<file path="config.mk">
export PLATFORM = sky130hd
export DESIGN_NAME = shifter
export DESIGN_NICKNAME = d
export VERILOG_FILES = /design/src/rtl/shifter_pkg.sv /design/src/rtl/shifter_shift_stage.sv /design/src/rtl/shifter.sv
export SDC_FILE = /design/constraint.sdc
export NUM_CORES = 1
export LEC_CHECK = 0
export BUFFER_PORTS_ARGS = -buffer_cell sky130_fd_sc_hd__buf_2
export CORE_MARGIN = 5
export CORE_UTILIZATION = 50
export CTS_CLUSTER_SIZE = 28
export DETAILED_ROUTE_END_ITERATION = 8
export PLACE_DENSITY_LB_ADDON = 0.15
export SLEW_MARGIN = 10
export SYNTH_ARGS = -nofsm -noshare
export SYNTH_HDL_FRONTEND = slang
export SYNTH_SLANG_ARGS = --single-unit
</file>
<file path="constraint.sdc">
create_clock -name clk -period 0.8 [get_ports clk]
set_input_delay 0.16 -clock clk [delete_from_list [all_inputs] [get_ports clk]]
set_output_delay 0.16 -clock clk [all_outputs]
set_load 0.01 [all_outputs]
</file>
<file path="src/rtl/shifter_pkg.sv">
// Shared constants for the ALU barrel shifter.
// Data width, shift-amount width and mode encodings.
package shifter_pkg;
  localparam int DATA_W  = 16;
  localparam int SHAMT_W = 4;

  localparam logic MODE_SLL = 1'b0;
  localparam logic MODE_SRA = 1'b1;
endpackage

</file>
<file path="src/rtl/shifter_shift_stage.sv">
// One log-shifter stage: conditional shift by DIST,
// logical left or arithmetic right.
module shift_stage
  import shifter_pkg::*;
#(
  parameter int DIST = 1
) (
  input  logic [DATA_W-1:0] in,
  input  logic              en,
  input  logic              mode,
  output logic [DATA_W-1:0] out
);

  logic [DATA_W-1:0] sll;
  logic [DATA_W-1:0] sra;

  always_comb begin
    sll = in << DIST;
    sra = $unsigned($signed(in) >>> DIST);
    out = in;
    if (en) begin
      out = (mode == MODE_SRA) ? sra : sll;
    end
  end

endmodule

</file>
<file path="src/rtl/shifter.sv">
// 16-bit SLL/SRA barrel shifter with a registered result.
// Four log stages (1, 2, 4, 8) feed a single output flop.
module shifter
  import shifter_pkg::*;
(
  input  logic               clk,
  input  logic               rst_n,
  input  logic [DATA_W-1:0]  Shift_In,
  input  logic [SHAMT_W-1:0] Shift_Val,
  input  logic               Mode,
  output logic [DATA_W-1:0]  Shift_Out
);

  logic [DATA_W-1:0] chain [SHAMT_W+1];

  assign chain[0] = Shift_In;

  for (genvar k = 0; k < SHAMT_W; k++) begin : g_stage
    shift_stage #(
      .DIST (1 << k)
    ) u_stage (
      .in   (chain[k]),
      .en   (Shift_Val[k]),
      .mode (Mode),
      .out  (chain[k+1])
    );
  end

  always_ff @(posedge clk or negedge rst_n) begin
    if (!rst_n) begin
      Shift_Out <= '0;
    end else begin
      Shift_Out <= chain[SHAMT_W];
    end
  end

endmodule

</file>
==> run metrics, run 1 <==
I/O pins 39; mean post-synth cell area 7.76 um^2; Max rail drop VDD ~590 uV; Synth Area in XOR/XNOR 0; slowest stage cell, crit path a311oi_2; Fin Setup TNS -10440 ps; outcome finished, violations left; Syn Std Cell Area 1850 um^2; Finished Layout Cells 397; Slowest Stage Delay on Critical Path between 400 and 500 ps; Yosys cell types 43; die area around 5000 um^2; Worst Max-Slew Pin Slew ~470 ps; FF+latch area ~400 um^2; Slew HR 0.686; largest family of logic cells by synthesized area compound AO/OA/AOI/OAI gates; post-route ant nets 0; Setup violations, final 32; H-tree Lvls 1; number of synthesized flops with an enable pin 0; most used flip-flop cell after synthesis dfrtp_1; largest net degree at the start of global routing 18; max-cap violations 0; die width roughly 70 um; CTS Sinks 16; RSZ-0062 raised after global routing true; clock transition at the registers of the reported paths 70 ps; Power Density 1120 nW/um^2; area of the multi-input gates 1740 um^2; crit start category input port; DP Cell Count 370; post-synthesis cell count between 200 and 250; chip height roughly 70 um; most frequent cells in the layout buf_4, buf_2, nor2_1, dfrtp_1, buf_6; DRT Pass-1 Iters 8; ant diodes 0; vias in the first global route around 2.6k; area post-placement approximately 2600 um^2; share of synthesized registers carrying an async set or reset 1.00; Worst EP required 990 ps; crit-path leading delay family compound AO/OA/AOI/OAI gates; Residual DRC 0; post-place setup slack -1060 ps; first-pass GRT wire length 13400 um; CTS tree yes; violated checks negative setup slack; FILL cells about 110; DPL Wire Length around 4800 um; number of flip-flops in the largest register 16; crit-path max FO 7; initial antenna violation count 0; Synth Area in Simple Gates 0.229; Bufs and invs on worst path 2; Synth Area in Adders 0; area fraction in compound gates after synthesis 0.356; Inserted Clock Buffers 3; vias slightly above 3k; cell leakage power between 1 and 1.5 nW; max-slew violations 0; fmax around 670 MHz; Total GRT Usage 0.335; total global routing overflow 0; Final Cycle Share 1.87; sequential element share of the synthesized area 0.217; Area Growth Syn to Fin 84.0%; register name with the most flops Shift_Out; gpl congestion slightly below 1; total core area around 3600 um^2; Final Hold Fails 0; num rows 22; Initial Util 0.512; Setup CP Type input port to flip-flop; # port buffers 38; Yosys reg bits 16; fin crit period 1500 ps; commonest non-fill, non-tap cell in the layout buf_4; setup ws final -700 ps; DR iter-0 viols ~590; mux share of post-synthesis cell area 0.119; largest registers Shift_Out x16; NumNets Final about 370; CTS root buf clkbuf_8; routed len/inst 29.2 um; Syn Nets 261; Clock Path Buffers 2; final instance area between 3000 and 4000 um^2; power consumption about 3.8 mW; synth warn 0; final wirelength 11600 um; fraction of layout cells with a size suffix above 1 0.625; Hold Path Class input port to async pin; vias per std cell between 7 and 8; crit path DAT between 1500 and 2000 ps; crit-path cells buf_16 > buf_6 > nand2b_4 > a311oi_2 > nor3_2 > a2111oi_2 > a21o_1; critical path capture point type flip-flop
==> Yosys cell counts (2+ instances only) <==
cell      instances  area, um^2
nand2_1          19        71.3
a31oi_1           6        37.5
a211oi_2          4        50.1
buf_4             5        37.5
nor2_1           30         113
a21o_1            2        15.0
nand2b_1         16         100
o21a_1            2        15.0
nor2b_1           2        12.5
mux2_2            5        56.3
a21oi_1          22         110
o221ai_1          2        17.5
o22ai_1           8        50.1
dfrtp_1          16         400
nand2_4           2        22.5
buf_2             7        35.0
a211oi_1          4        30.0
clkbuf_1          7        26.3
a311oi_2          3        45.0
nand3_1           6        30.0
a311oi_1          5        43.8
mux2i_1          14         140
nor3_1           12        60.1
inv_1             3        11.3
buf_6             2        22.5
o22a_1            2        17.5
o32a_1            2        20.0
o31ai_1           2        15.0
a221oi_2          3        45.0
o21ai_0          10        50.1
o211ai_1          3        22.5
==> repair_timing <==
action,4_1_cts,5_1_grt
resized for setup,79,39
endpoints found under the setup margin,32,32
pin swaps,24,19
hold buffers,1,0
setup buffers,12,8
endpoints found under the hold margin,16,0
gates cloned,4,1
==> path summary, 6_finish.rpt <==
path                       startpoint            end  slack (ps)  depth (start not counted)
max in group asynchronous       rst_n   Shift_Out[5]         180                          2
hold / removal                  rst_n  Shift_Out[11]         350                          2
min in group clk                 Mode   Shift_Out[2]         370                          4
setup / recovery                 Mode  Shift_Out[11]        -700                          7
==> cells by family after synthesis <==
logic type             Yosys count
flip-flops                      16
multiplexers                    20
AND/OR/NAND/NOR                 89
buffers and inverters           25
AO/OA/AOI/OAI                   88
==> area by class of cell <==
class / instances / area share
inverter: 3 / 0.00331
clock buffer: 3 / 0.0122
tap: 48 / 0.0177
multi-input combinational: 198 / 0.511
timing repair buffer: 129 / 0.338
sequential: 16 / 0.118
==> report_power, final <==
| group | internal, mW | leakage, nW | switching, mW | total (mW) |
|---|---|---|---|---|
| Clock | 0.334 | 0.0216 | 0.286 | 0.620 |
| Sequential | 0.900 | 0.196 | 0.0242 | 0.924 |
| Combinational | 1.03 | 1.27 | 1.23 | 2.26 |
==> metrics by stage <==
step | hold slack (ps) | utilization
floorplan | -136 | -
global placement | 81.9 | 0.720
detailed placement | 87.7 | 0.720
CTS | 357 | 0.874
global route | 383 | 0.942
finish | 350 | 0.942
==> layer usage <==
| layer | vias to the layer above | global-route usage | wire length, um |
|---|---|---|---|
| li1 | 1124 | - | - |
| met5 | - | 0 | 0 |
| met3 | 170 | 0.0639 | 1730 |
| met1 | 1345 | 0.392 | 3740 |
| met2 | 415 | 0.572 | 4800 |
| met4 | 0 | 0.186 | 1330 |
Note: power is estimated with default switching activity, not from simulation.
==> inputs of run 2 (changes only) <==
REMOVE_ABC_BUFFERS = 1   (was default)
==> run 2 against run 1 <==
The flow now stops in global routing. Area after synthesis is the same. Synthesized cell count is the same.
==> run metrics, run 2 <==
outcome aborted with a tool error; Stopped at global routing; Log Error [ERROR DPL-0038] Utilization greater than 100%, impossible to legalize; # port buffers 38 (unchanged); synth warn 0 (unchanged); CTS Sinks 16 (unchanged); H-tree Lvls 1 (unchanged); I/O pins 39 (unchanged); post-synthesis cell count 238 (unchanged); Initial Util 0.512 (unchanged); DPL Wire Length 5020 um (+5.3%); Clock Path Buffers 2 (unchanged); number of synthesized flops with an enable pin 0 (unchanged); DP Cell Count 391 (+5.7%); mean post-synth cell area 7.76 um^2 (unchanged); Inserted Clock Buffers 3 (unchanged); num rows 22 (unchanged); Yosys top cell area share 0.217 (unchanged); largest net degree at the start of global routing 17; most used flip-flop cell after synthesis dfrtp_1; Yosys cell types 43 (unchanged); chip height 70.8 um (unchanged); die width 70.8 um (unchanged); worst_ep kind register data pin; GRT repair_timing worst endpoint Shift_Out[6]$_DFF_PN0_/D; CTS root buf clkbuf_8; Syn Std Cell Area 1850 um^2 (unchanged); share of synthesized registers carrying an async set or reset 1.00 (unchanged); most frequent cell after synthesis nor2_1; area post-placement 2650 um^2 (+2.2%); top post-synthesis cells by area dfrtp_1, mux2i_1, nor2_1; sequential element share of the synthesized area 0.217 (unchanged); gpl congestion 0.943 (-4.0%); largest area contributor in the netlist dfrtp_1; commonest cells in the netlist nor2_1, a21oi_1, nand2_1; Yosys reg bits 16 (unchanged)
==> run 2: timing repair <==
action,CTS
setup buffers,13
resized for setup,103
pin swaps,31
hold buffers,1
endpoints found under the setup margin,32
cloned,3
hold endpoints to repair,16
==> run 2: logic make-up after synthesis <==
group / synth area share
buffers and inverters: 0.0799
flip-flops: 0.217
AND/OR/NAND/NOR: 0.229
AO/OA/AOI/OAI: 0.356
multiplexers: 0.119
==> run 2: through the flow <==
stage | util | worst slack [ps] | TNS [ps]
after floorplan | - | -481 | -6430
after global placement | 0.736 | -1020 | -15140
after detailed placement | 0.736 | -1040 | -15440
after CTS | 0.919 | -425 | -7750
==> inputs of run 3 (changes only) <==
CORE_UTILIZATION = 35   (was 50)
CTS_CLUSTER_SIZE = default   (was 28)
==> run 3 against run 2 <==
The flow now finishes, with violations (negative setup slack).
==> run metrics, run 3 (synthesized netlist as in run 1, its figures left out) <==
Slew HR 0.750; die area 6830 um^2; RSZ-0062 raised after global routing true; largest net degree at the start of global routing 17; Total GRT Usage 0.241; area post-placement 2680 um^2 (+0.85%); I/O pins 39 (unchanged); met1 Use GR 0.283; routed len/inst 19.7 um; Worst EP required roughly 950 ps; DP Cell Count 409 (+4.6%); post-layout util 0.741; fmax slightly below 800 MHz; Clock Path Buffers 2 (unchanged); DPL Wire Length 5010 um (-0.20%); outcome finished, violations left; GR Util met3 0.0217; DRT Pass-1 Iters 4; NumNets Final just under 400; crit-path leading delay family compound AO/OA/AOI/OAI gates; Final Hold Fails 0; Top Usage Layer GRT met2; chip height 82.6 um (+17%); most frequent cells in the layout buf_4, buf_2, nor2_1, dfrtp_1, buf_6; vias per std cell 5.77; Setup violations, final 32; H-tree Lvls 1 (unchanged); clock transition at the registers of the reported paths 60 ps; Initial Util 0.362 (-0.151); final wirelength between 8000 and 9000 um; vias in the first global route ~2.5k; FF+latch area between 400 and 500 um^2; Power Density ~1000 nW/um^2; register name with the most flops Shift_Out; # port buffers 38 (unchanged); max-slew violations 0; Slowest Stage Delay on Critical Path about 330 ps; setup ws final -486 ps; critical path capture point type flip-flop; DR iter-0 viols roughly 140; Max rail drop VDD about 650 uV; final instance area between 3000 and 4000 um^2; CTS tree yes; initial antenna violation count 0; die width 82.6 um (+17%); violated checks negative setup slack; Inserted Clock Buffers 3 (unchanged); slowest stage cell, crit path a311oi_2; total core area approximately 5100 um^2; Final Cycle Share 1.61; Fin Setup TNS -8180 ps; post-place setup slack -1130 ps (-85.2 ps); Bufs and invs on worst path 1; area of the multi-input gates just under 2000 um^2; FILL cells ~350; CTS Sinks 16 (unchanged); power consumption 3.81 mW; cell leakage power 1.60 nW; max-cap violations 0; first-pass GRT wire length 12500 um; largest registers Shift_Out x16; post-route ant nets 0; Finished Layout Cells about 430; number of flip-flops in the largest register 16; met2 GRT Util 0.448; fin crit period 1290 ps; fraction of layout cells with a size suffix above 1 0.675; worst hold margin between 300 and 400 ps; vias approximately 2.5k; crit start category input port; CTS root buf clkbuf_8; commonest non-fill, non-tap cell in the layout buf_4; Hold Path Class input port to async pin; gpl congestion 0.853 (-9.5%); crit path DAT 1430 ps; ant diodes 0; Worst Max-Slew Pin Slew 374 ps; num rows 26 (+18%); crit-path cells buf_16 > nand2b_4 > a311oi_2 > nor3_2 > mux2_4 > a221oi_2; Setup CP Type input port to flip-flop; total global routing overflow 0; Area Growth Syn to Fin 105%; Residual DRC 0; crit-path max FO 7
## run 3: final timing paths
check / from / endpoint / slack (ps) / cells after the start
max: Mode / Shift_Out[9] / -490 / 6
min: rst_n / Shift_Out[11] / 350 / 2
max in group asynchronous: rst_n / Shift_Out[0] / 200 / 2
min in group clk: Mode / Shift_Out[2] / 360 / 4
## run 3: power breakdown
group | switching [mW] | total (mW) | internal [mW]
clock | 0.236 | 0.568 | 0.333
sequential | 0.0230 | 0.924 | 0.901
combinational | 1.14 | 2.32 | 1.17
## run 3: final cells by class
| cell class | instances | share of cell area |
|---|---|---|
| multi-input combinational | 198 | 0.516 |
| timing repair buffer | 143 | 0.340 |
| sequential | 16 | 0.106 |
| tap | 70 | 0.0231 |
| clock buffer | 3 | 0.0109 |
| inverter | 3 | 0.00397 |
## run 3: metal layers
layer	wire, um	part of all wire
met1	3440	0.40
met2	4320	0.51
met3	455	0.053
met4	298	0.035
met5	0	0
## run 3: what timing repair did
item / CTS / global route
hold endpoints to repair: 16 / 0
setup endpoints to repair: 32 / 32
hold buffers: 1 / 0
buffers inserted: 13 / 7
gates cloned: 4 / 1
gates resized for setup: 94 / 75
pin swaps: 28 / 32
